[src/rtl/led_sched_pkg.sv]
// Shared types and constants for the LED bank scheduler.
// Optional feature macro: LED_HEARTBEAT_IDLE_EN (idle heartbeat on LED[0]).
package led_sched_pkg;

  typedef enum logic [0:0] {
    IDLE = 1'b0,
    SHOW = 1'b1
  } sched_state_e;

  localparam int          LED_W            = 8;
  localparam logic [31:0] DEFAULT_PRESCALE = 32'h000F_FFFF;
  localparam logic [LED_W-1:0] IDLE_PATTERN = 8'h00;

endpackage

[src/rtl/led_prescaler.sv]
// Free-running tick prescaler: counts 0..PRESCALE, tick while at the terminal value.
module led_prescaler
  import led_sched_pkg::*;
#(
  parameter logic [31:0] PRESCALE = DEFAULT_PRESCALE
) (
  input  logic i_clk,
  input  logic i_rst,
  output logic o_tick
);

  logic [31:0] r_cnt;
  logic        w_term;

  assign w_term = (r_cnt == PRESCALE);
  assign o_tick = w_term;

  always_ff @(posedge i_clk or posedge i_rst) begin
    if (i_rst)       r_cnt <= '0;
    else if (w_term) r_cnt <= '0;
    else             r_cnt <= r_cnt + 32'd1;
  end

endmodule

[src/rtl/led_bank_scheduler.sv]
// Round-robin sharing of the 8-LED bank; a granted pattern is held for HOLD_TICKS ticks.
// Define LED_HEARTBEAT_IDLE_EN to blink LED[0] on every tick while idle.
module led_bank_scheduler
  import led_sched_pkg::*;
#(
  parameter int          NUM_REQ    = 4,
  parameter logic [31:0] PRESCALE   = DEFAULT_PRESCALE,
  parameter int          HOLD_TICKS = 4
) (
  input  logic                     clk,
  input  logic                     rst,
  input  logic [NUM_REQ-1:0]       req,
  input  logic [LED_W*NUM_REQ-1:0] pattern,
  output logic [NUM_REQ-1:0]       grant,
  output logic                     done,
  output logic                     busy,
  output logic [LED_W-1:0]         LED
);

  localparam int PTR_W = $clog2(NUM_REQ);
  localparam int HC_W  = $clog2(HOLD_TICKS + 1);
  localparam logic [HC_W-1:0]  HOLD_LAST = HC_W'(HOLD_TICKS - 1);
  localparam logic [PTR_W-1:0] PTR_RST   = PTR_W'(NUM_REQ - 1);
  localparam logic [NUM_REQ-1:0] ONE     = {{(NUM_REQ-1){1'b0}}, 1'b1};

  sched_state_e       r_state;
  logic [PTR_W-1:0]   r_ptr;
  logic [HC_W-1:0]    r_hold;
  logic [NUM_REQ-1:0] r_grant;
  logic               r_busy;
  logic [LED_W-1:0]   r_led;

  logic               w_tick;
  logic               w_any;
  logic [PTR_W-1:0]   w_pick;
  logic [PTR_W-1:0]   w_idx;
  logic [LED_W-1:0]   w_pat [NUM_REQ];
  logic [LED_W-1:0]   w_idle_led;
  logic               w_done;
  logic               w_abort;

  led_prescaler #(.PRESCALE(PRESCALE)) u_presc (
    .i_clk  (clk),
    .i_rst  (rst),
    .o_tick (w_tick)
  );

  for (genvar g = 0; g < NUM_REQ; g++) begin : g_pat
    assign w_pat[g] = pattern[g*LED_W +: LED_W];
  end

  // Scan from farthest to nearest so the first requester after r_ptr wins.
  always_comb begin
    w_any  = 1'b0;
    w_pick = r_ptr;
    w_idx  = '0;
    for (int k = NUM_REQ; k >= 1; k--) begin
      w_idx = PTR_W'((int'(r_ptr) + k) % NUM_REQ);
      if (req[w_idx]) begin
        w_any  = 1'b1;
        w_pick = w_idx;
      end
    end
  end

  // A requester dropping on the final tick still counts as a completed hold.
  assign w_done  = (r_state == SHOW) && w_tick && (r_hold == HOLD_LAST);
  assign w_abort = (r_state == SHOW) && !req[r_ptr];

`ifdef LED_HEARTBEAT_IDLE_EN
  logic r_hb;
  always_ff @(posedge clk or posedge rst) begin
    if (rst) r_hb <= 1'b0;
    else     r_hb <= r_hb ^ w_tick;
  end
  assign w_idle_led = {{(LED_W-1){1'b0}}, r_hb ^ w_tick};
`else
  assign w_idle_led = IDLE_PATTERN;
`endif

  always_ff @(posedge clk or posedge rst) begin
    if (rst) begin
      r_state <= IDLE;
      r_ptr   <= PTR_RST;
      r_hold  <= '0;
      r_grant <= '0;
      r_busy  <= 1'b0;
      r_led   <= '0;
    end else begin
      case (r_state)
        IDLE: begin
          if (w_any) begin
            r_state <= SHOW;
            r_ptr   <= w_pick;
            r_hold  <= '0;
            r_grant <= ONE << w_pick;
            r_busy  <= 1'b1;
            r_led   <= w_pat[w_pick];
          end else begin
            r_led   <= w_idle_led;
          end
        end
        SHOW: begin
          if (w_done || w_abort) begin
            r_state <= IDLE;
            r_grant <= '0;
            r_busy  <= 1'b0;
            r_led   <= w_idle_led;
          end else if (w_tick) begin
            r_hold  <= r_hold + 1'b1;
          end
        end
        default: begin
          r_state <= IDLE;
          r_grant <= '0;
          r_busy  <= 1'b0;
        end
      endcase
    end
  end

  assign grant = r_grant;
  assign busy  = r_busy;
  assign LED   = r_led;
  assign done  = w_done;

endmodule
[config.mk]
export PLATFORM = sky130hd
export DESIGN_NAME = led_bank_scheduler
export DESIGN_NICKNAME = d
export VERILOG_FILES = /design/src/rtl/led_sched_pkg.sv /design/src/rtl/led_prescaler.sv /design/src/rtl/led_bank_scheduler.sv
export SDC_FILE = /design/constraint.sdc
export NUM_CORES = 1
export LEC_CHECK = 0
export BUFFER_PORTS_ARGS = -buffer_cell sky130_fd_sc_hd__buf_4
export CAP_MARGIN = 20
export CORE_MARGIN = 2
export CORE_UTILIZATION = 35
export DETAILED_ROUTE_END_ITERATION = 8
export HOLD_SLACK_MARGIN = 0.15
export SKIP_LAST_GASP = 1
export SLEW_MARGIN = 0
export SYNTH_ARGS = -nofsm -noshare
export SYNTH_HDL_FRONTEND = slang
export SYNTH_HIERARCHICAL = 1
export SYNTH_SLANG_ARGS = --single-unit
[constraint.sdc]
create_clock -name clk -period 4.7 [get_ports clk]
set_clock_uncertainty 0.05 [all_clocks]
set_input_delay 1.41 -clock clk [delete_from_list [all_inputs] [get_ports clk]]
set_output_delay 1.41 -clock clk [all_outputs]
set_load 0.005 [all_outputs]
* After elaboration in Yosys (flattened, before gate mapping)
Cells that the tools add are included.
Storage, ports and cells: input bits 38, flip-flop bits (word level) 51, logic and storage cells 74, output and inout port bits 14
Operators by class: bitwise logic cells 2, equal/unequal tests 6, add/subtract/negate cells 6, reduce and logical (&&, ||, !) cells 8, order comparisons 6, muxes and demuxes 38, shift operators 1
Operators by type and width (number):
- $add A32 B1 Y32 const B | 1
- $eq A32 B20 Y1 const B | 1
- $mux W32 | 1
- $mux W8 | 4
- $bmux W8 S2 | 1
- $pmux W8 S2 | 1
- $lt A2 B3 Y1 const B | 5
- $mux W1 | 13
- $bmux W1 S2 | 5
- $mux W3 | 3
- $mux W2 | 4
- $mux W4 | 2
- $pmux W4 S2 | 1
- $pmux W3 S2 | 1
- $add A2 B1 Y2 const B | 2
- $add A2 B2 Y2 const B | 2
- $ne A2 B1 Y1 const B | 2
- $ne A2 B2 Y1 const B | 2
- $pmux W1 S2 | 2
- $reduce_and A2 Y1 | 2
- $shl A1 B2 Y4 const A | 1
- $add A3 B1 Y3 const B | 1
- $eq A3 B2 Y1 const B | 1
- $ge A3 B3 Y1 const B | 1
- other kinds (6) | 8

* Depth between registers and ports, before layout
Gate-level depths: netlist (run 1).
word-level depth 13, mapped depth 10, depth with buffers taken out 9

* Modules after synthesis
Netlist (run 1), hierarchy kept.
By module, submodules not included:
- led_prescaler | times used 1, sequential area each 800.8 µm², cells an instance 141, area an instance 1614.0 µm²
- led_bank_scheduler | times used 1, sequential area each 478.0 µm², cells an instance 127, area an instance 1213.7 µm²

* Worst setup path after synthesis (run 1)
Ideal clock, no wire load.
kind register to output, start register u_presc.r_cnt[0], end output done, data required time 3.240 ns, stages on the path, launching flop included 8, buffers on the path 1, arrival time 1.601 ns, path slack 1.639 ns, cells stage by stage dfrtp_1 > ha_1 > nand3_1 > nor2_1 > nand4_1 > nor2b_1 > and3_1 > clkbuf_1
Between the ends: longest elaborated chain between the ends 3
Ends and longest elaborated chain:
- from (decl) | RTL line led_prescaler.sv:12 | logic [31:0] r_cnt;
- from (signal assigned) | RTL line led_prescaler.sv:21 | else r_cnt <= r_cnt + 32'd1;
- $eq A32 B20 Y1 | RTL line led_prescaler.sv:15 | assign w_term = (r_cnt == PRESCALE);
- net w_tick | RTL line led_bank_scheduler.sv:33 | logic w_tick;
- $logic_and A1 B1 Y1 (2 in a row) | RTL line led_bank_scheduler.sv:67 | assign w_done = (r_state == SHOW) && w_tick && (r_hold == HOLD_LAST);
- to (decl) | RTL line led_bank_scheduler.sv:15 | output logic done,
The timed path passes the listed nets, and every way through them passes these cells.

* Worst setup path in the final report (run 1)
Same ends and word-level chain as after synthesis.

==> impl_metrics.csv, run 1 <==
group,metric,value,unit
synthesis,synth_mux_area_frac,0.0473,
hold_path,min_to,"u_presc/r_cnt[16]",
timing,maxSlewHeadroom,0.480,
synthesis,synth_cell_types,49,
die,io_pins,52,
placed_design,gp_congestion,0.761,
finish,diodes,0,
clock_tree,cts-resized-gates,0,
status,status,"completed",
die,die_h,93.9,um
placed_design,hpwl,4650,um
worst_setup_path,cp.arrival,2.19,ns
detailed_routing,vias_per_cell,5.33,
placed_design,port_buffers,51,
synthesis,synth_fa_ha_area_frac,0.0133,
timing,finalMaxSlewViolations,0,
timing,rsz0062_at_grt,"no",
die,start_util,0.364,
worst_setup_path,r2r_cells,9,
global_route,grt_max_degree,33,
power,power_density,380,nW/um^2
die,core,7770,um^2
placed_design,dp_slack,1.35,ns
detailed_routing,antenna_left,0,
timing,setup_slack,1.05,ns
worst_setup_path,cp_slowest_cell,"dfrtp_1",
clock_tree,ctsHoldBuffers,0,
clock_tree,cts_buffers,5,
worst_setup_path,crit_chain,"ha_1, nand3_1, nor2_1, nand4_1, nor2b_1, and3_1, buf_4",
clock_tree,cts_tree,"yes",
worst_setup_path,timing.rr.start,"u_presc/r_cnt[0]",
synthesis,yosys_register_bits,51,
finish,fillers,769,
synthesis,ys.flop_type,"dfrtp_1",
synthesis,synth_compound_area_frac,0.113,
finish,final_common_cell,"buf_4",
detailed_routing,drc,0,
synthesis,synth_warnings,6,
synthesis,synth-xor-area-share,0.0836,
global_route,grt_first_pass_wirelength,10700,um
finish,final_net_count,355,
finish,drive_above_1_share,0.248,
finish,stdcell_count,417,
synthesis,synth_top_family_by_area,"simple AND/OR/NAND/NOR gates",
timing,hold_violations,0,
die,die-area,8810,um^2
hold_path,worstHoldStart,"u_presc/r_cnt[16]",
global_route,grt_pass1_vias,2222,
worst_setup_path,crit_type,"reg -> out",
detailed_routing,firstDrtPassIters,5,
synthesis,postSynthAreaPerCell,10.6,um^2
timing,fmax,274,MHz
worst_setup_path,worstSetupStartpointType,"flip-flop",
detailed_routing,vias,2223,
worst_setup_path,critPathBufInv,1,
clock_tree,clk_pin_slew,0.10,ns
clock_tree,root_buffer,"clkbuf_8",
global_route,grt_antenna_before_repair,0,
timing,min_period_over_period,0.778,
synthesis,async_flop_share,1.00,
flow_run,max_cap_viol_count,0,
synthesis,synth_edf_count,0,
worst_setup_path,worstPathRequired,3.24,ns
hold_path,holdPathStages,1,
finish,syn_to_final_growth,17.5,%
worst_setup_path,end_kind,"output pin",
timing,fin_hold_ws,0.425,ns
worst_setup_path,critical_path.top_delay_family,"simple AND/OR/NAND/NOR gates",
power,total_power,1260,uW
worst_setup_path,r2r-end,"r_hold[1]",
global_route,grt_usage,0.151,
die,core.rowCount,32,
worst_setup_path,cpPeakStageDelay,0.41,ns
timing,tns,0,ns
clock_tree,htree_levels,2,
clock_tree,post_cts_buffers,0,
synthesis,synthCells,268,
detailed_routing,post_drt_wl_per_cell,15.1,um
worst_setup_path,rrSetupSlack,2.30,ns
worst_setup_path,cp_max_fo,5,
placed_design,dp_cells,409,
timing,finalWorstPathRequiredPeriod,3.65,ns
clock_tree,clock_path_buffers,2,
synthesis,synth_area,2830,um^2
timing,setup_viol,0,
synthesis,synth_simple_gate_area_share,0.246,
detailed_routing,wirelength,6300,um
finish,multi_input_area,1420,um^2
hold_path,worstHoldPathType,"reg -> reg",
die,die_w,93.9,um
clock_tree,cts_sinks,51,
detailed_routing,first_iter_violations,81,
power,peakVddDrop,0.166,mV
timing,worst_pin_slew,0.780,ns
synthesis,yosysSeqAreaShare,0.452,
clock_tree,clk_latency,0.30,ns
finish,seq_area,1280,um^2
global_route,grt_overflow_total,0,
power,leakage,0.00152,uW
finish,final_cell_mix,"buf_4 (52), dfrtp_1 (49), nand2_1 (26), nand4_1 (22), xnor2_1 (20)",
synthesis,synth_fp_nets,309,
[synth_stat cells, types with 2 or more instances]
master,n,area share
a211o_1,8,0.025
a21o_1,2,0.0053
a21oi_1,5,0.0088
a22o_1,2,0.0062
and3_1,9,0.020
and4_1,3,0.0093
and4_2,3,0.011
buf_2,4,0.0071
buf_6,4,0.016
clkbuf_1,3,0.0040
dfrtp_1,49,0.43
dfstp_2,2,0.019
ha_1,3,0.013
inv_1,3,0.0040
mux2i_1,10,0.035
nand2_1,26,0.035
nand2b_1,3,0.0066
nand3_1,8,0.014
nand4_1,22,0.049
nand4b_1,2,0.0062
nor2_1,16,0.021
nor2b_1,4,0.0088
nor3_4,2,0.012
nor4_1,6,0.013
o211ai_1,8,0.021
o21a_1,2,0.0053
o21ai_0,5,0.0088
o31ai_1,8,0.021
xnor2_1,20,0.062
xor2_1,7,0.022
[registers in the layout, summed over array words and instances (netlist names)]
register	cells
grant	4
u_presc/r_cnt	32
busy	1
r_state	1
LED	8
r_hold	3
r_ptr	2
[worst max-delay path by stage]
stage | start | end | cells past startpoint
final | u_presc/r_cnt[0] | done | 7
after global routing | u_presc/r_cnt[0] | done | 7
after CTS | u_presc/r_cnt[0] | done | 7
after detailed placement | u_presc/r_cnt[0] | done | 7
after global placement | u_presc/r_cnt[0] | done | 7
after floorplan | u_presc/r_cnt[0] | done | 7
[area by class of cell]
class / instances / share of cell area
flip-flops and latches: 51 / 0.385
inverters: 3 / 0.00339
multi-input cells: 201 / 0.429
well taps: 102 / 0.0384
repair buffers: 52 / 0.118
clock buffers: 6 / 0.0218
clock inverters: 2 / 0.00527
[kinds of logic (layout without fill, tap and decap cells)]
| kind of cell | count (synthesis) | count (layout) |
|---|---|---|
| AO/OA/AOI/OAI | 44 | 44 |
| XOR/XNOR | 27 | 27 |
| adder cells (fa/ha/maj) | 3 | 3 |
| buffers and inverters | 16 | 63 |
| flip-flops | 51 | 51 |
| multiplexers | 12 | 12 |
| AND/OR/NAND/NOR | 115 | 115 |
[layer usage]
metal / wire length (um) / vias up / global-route usage
met4: 85 / 0 / 0.0374
li1: - / 1081 / -
met2: 3120 / 30 / 0.240
met5: 0 / - / 0
met1: 2910 / 1106 / 0.215
met3: 180 / 6 / 0.0265
[power breakdown]
group / switching (uW) / leakage [uW] / internal (uW)
combinational: 253 / 0.000795 / 203
sequential: 46.4 / 0.000676 / 506
clock: 146 / 0.0000454 / 107
[metrics by stage]
| step | instance area (um^2) | utilization |
|---|---|---|
| after floorplan | 2830 | - |
| after global placement | 3230 | 0.416 |
| after detailed placement | 3230 | 0.416 |
| after CTS | 3320 | 0.428 |
| after global routing | 3320 | 0.428 |
| final | 3320 | 0.428 |
No activity file was read; power rests on OpenSTA's default activity.
==> run 2: changes to the inputs <==
--- a/config.mk
+++ b/config.mk
@@ -5,6 +5,7 @@
 export SDC_FILE = /design/constraint.sdc
 export NUM_CORES = 1
 export LEC_CHECK = 0
+export ABC_AREA = 1
 export BUFFER_PORTS_ARGS = -buffer_cell sky130_fd_sc_hd__buf_4
 export CAP_MARGIN = 20
 export CORE_MARGIN = 2
==> constraint.sdc (replaced) <==
create_clock -name clk -period 3.79 [get_ports clk]
set_clock_uncertainty 0.05 [all_clocks]
set_input_delay 1.137 -clock clk [delete_from_list [all_inputs] [get_ports clk]]
set_output_delay 1.137 -clock clk [all_outputs]
set_load 0.005 [all_outputs]
==> run 2 against run 1 <==
Compared with the run above: power up 71%; sequential share of layout area down 6.5 points; combinational power up 150%; clock-buffer cell count down 1; critical path type unchanged; sequential power up 26%; synthesized area up 21%; via count up 38%; global-route usage up 0.40 points; critical path depth up 1; sequential cell count unchanged; non-clock buffer count unchanged.
==> impl_metrics.csv, run 2 <==
group,metric,value,unit
power,peakVddDrop,0.571,mV
clock_tree,root_buffer,"clkbuf_8",
die,die-area,10600,um^2
global_route,grt_pass1_vias,2971,
worst_setup_path,rrSetupSlack,1.25,ns
clock_tree,cts_buffers,5,
clock_tree,post_cts_buffers,0,
synthesis,synth_cell_types,31,
flow_run,max_cap_viol_count,0,
global_route,grt_antenna_before_repair,0,
placed_design,port_buffers,51,
finish,regMostFlops,"u_presc/r_cnt",
global_route,use_met2,0.267,
worst_setup_path,worstSetupStartpointType,"flip-flop",
timing,finalWorstPathRequiredPeriod,3.23,ns
global_route,gr-max-usage-layer,"met2",
clock_tree,cts-resized-gates,0,
clock_tree,cts_sinks,51,
synthesis,ys_top_cells_by_area,"dfrtp_1 (36%), nand2_1 (22%), nand3_1 (7.7%), inv_1 (6.4%), nor2_1 (5.2%)",
timing,maxSlewHeadroom,0.533,
global_route,met3_usage,0.0292,
global_route,grt_max_degree,33,
die,core.rowCount,36,
power,leakage,0.00221,uW
timing,setup_viol,0,
worst_setup_path,timing.rr.start,"u_presc/r_cnt[0]",
detailed_routing,vias_per_cell,4.48,
finish,final_common_cell,"nand2_1",
timing,hold_violations,0,
die,die_h,103,um
synthesis,yosysSeqAreaShare,0.373,
synthesis,synth_fp_nets,541,
timing,rsz0062_at_grt,"no",
placed_design,gp_congestion,0.871,
die,start_util,0.355,
detailed_routing,vias,3066,
timing,finalMaxSlewViolations,0,
worst_setup_path,worstPathRequired,2.60,ns
hold_path,holdPathStages,2,
synthesis,synth_most_common_cell,"nand2_1",
worst_setup_path,end_kind,"output pin",
clock_tree,ctsHoldBuffers,0,
timing,min_period_over_period,0.853,
detailed_routing,firstDrtPassIters,4,
timing,fmax,309,MHz
worst_setup_path,crit_type,"reg -> out",
detailed_routing,post_drt_wl_per_cell,11.2,um
clock_tree,clk_pin_slew,0.10,ns
timing,worst_pin_slew,0.699,ns
hold_path,worstHoldStart,"LED[6]",
global_route,grt_usage,0.155,
synthesis,postSynthAreaPerCell,6.85,um^2
synthesis,synthCells,500,
detailed_routing,first_iter_violations,102,
timing,tns,0,ns
synthesis,ys.flop_type,"dfrtp_1",
finish,stdcell_count,685,
global_route,grt_overflow_total,0,
power,total_power,2160,uW
finish,fillers,1044,
finish,final_net_count,592,
status,status,"completed",
detailed_routing,antenna_left,0,
synthesis,yosysTopAreaCell,"dfrtp_1",
placed_design,dp_cells,677,
synthesis,synth_edf_count,0,
die,die_w,103,um
detailed_routing,wirelength,7660,um
finish,diodes,0,
worst_setup_path,r2r-end,"r_hold[0]",
finish,syn_to_final_growth,16.7,%
clock_tree,clk_latency,0.31,ns
synthesis,yosys_register_bits,51,
worst_setup_path,r2r_cells,13,
synthesis,async_flop_share,1.00,
die,core,9640,um^2
worst_setup_path,cp.arrival,2.05,ns
synthesis,netlist_top_cells_count,"nand2_1 (197), inv_1 (58), nand3_1 (53), dfrtp_1 (49), nor2_1 (47)",
hold_path,min_to,"LED[6]",
detailed_routing,drc,0,
clock_tree,htree_levels,2,
global_route,grt_use_met1,0.204,
synthesis,synth_warnings,6,
die,io_pins,52,
finish,final_util,0.415,
worst_setup_path,cp_max_fo,5,
synthesis,synth_area,3420,um^2
finish,final_cell_mix,"nand2_1 (197), inv_1 (58), nand3_1 (53), buf_4 (52), dfrtp_1 (49)",
clock_tree,clock_path_buffers,2,
hold_path,worstHoldPathType,"reg -> reg",
synthesis,synth_top_area_frac,0.358,
clock_tree,cts_tree,"yes",
finish,largest_register_ffs,32,
finish,drive_above_1_share,0.201,
global_route,grt_first_pass_wirelength,13200,um
placed_design,hpwl,6080,um
power,power_density,541,nW/um^2
run 2: critical path: stages, from the launching register on:
cell,delay [ns]
dfrtp_1,0.44
ha_1,0.29
nand3_2,0.14
nor2_1,0.13
nand3_1,0.11
nor2_1,0.24
nand3_1,0.12
inv_1,0.15
buf_4,0.13
run 2: how the worst max path moves through the flow:
| stage | startpoint | endpoint | slack [ns] | cells past startpoint |
|---|---|---|---|---|
| finish | u_presc/r_cnt[0] | done | 0.56 | 8 |
| global route | u_presc/r_cnt[0] | done | 0.37 | 8 |
| CTS | u_presc/r_cnt[0] | done | 0.52 | 8 |
| detailed placement | u_presc/r_cnt[0] | done | 0.89 | 8 |
| global placement | u_presc/r_cnt[0] | done | 0.94 | 8 |
| floorplan | u_presc/r_cnt[0] | done | 1.27 | 7 |
run 2: cells by family (layout without fill, tap and decap cells):
| family | count (synthesis) | in the layout | synth area share |
|---|---|---|---|
| AO/OA/AOI/OAI | 14 | 14 | 0.0307 |
| XOR/XNOR | 13 | 13 | 0.0332 |
| adder cells (fa/ha/maj) | 3 | 3 | 0.0110 |
| AND/OR/NAND/NOR | 344 | 344 | 0.453 |
| buffers and inverters | 75 | 127 | 0.0986 |
| flip-flops | 51 | 51 | 0.373 |
run 2: final cells by class:
class / count / area, um^2 / share of cell area
flip-flops and latches: 51 / 1280 / 0.320
clock buffers: 5 / 68.8 / 0.0172
multi-input cells: 374 / 1810 / 0.452
well taps: 133 / 166 / 0.0416
repair buffers: 52 / 390 / 0.0977
clock inverters: 3 / 22.5 / 0.00564
inverters: 67 / 262 / 0.0654
run 2: where the power goes:
part           internal (uW)  leakage [uW]  switching [uW]  total [uW]
logic                    398       0.00149             734        1130
registers                626      0.000676            72.3         698
clock network            134     0.0000489             197         331
total                   1160       0.00221            1000        2160
run 2: layer usage:
layer,share of wire,vias up
met5,0,-
met4,0.0082,0
met3,0.057,5
met2,0.47,84
met1,0.47,1344
li1,-,1633
run 2: per-stage QoR:
step | hold WS, ns | area, um^2 | setup WS (ns)
after floorplan | 0.413 | 3420 | 1.27
after global placement | 0.418 | 3910 | 0.944
after detailed placement | 0.419 | 3910 | 0.887
after CTS | 0.446 | 4000 | 0.523
after global routing | 0.467 | 4000 | 0.375
final | 0.445 | 4000 | 0.557
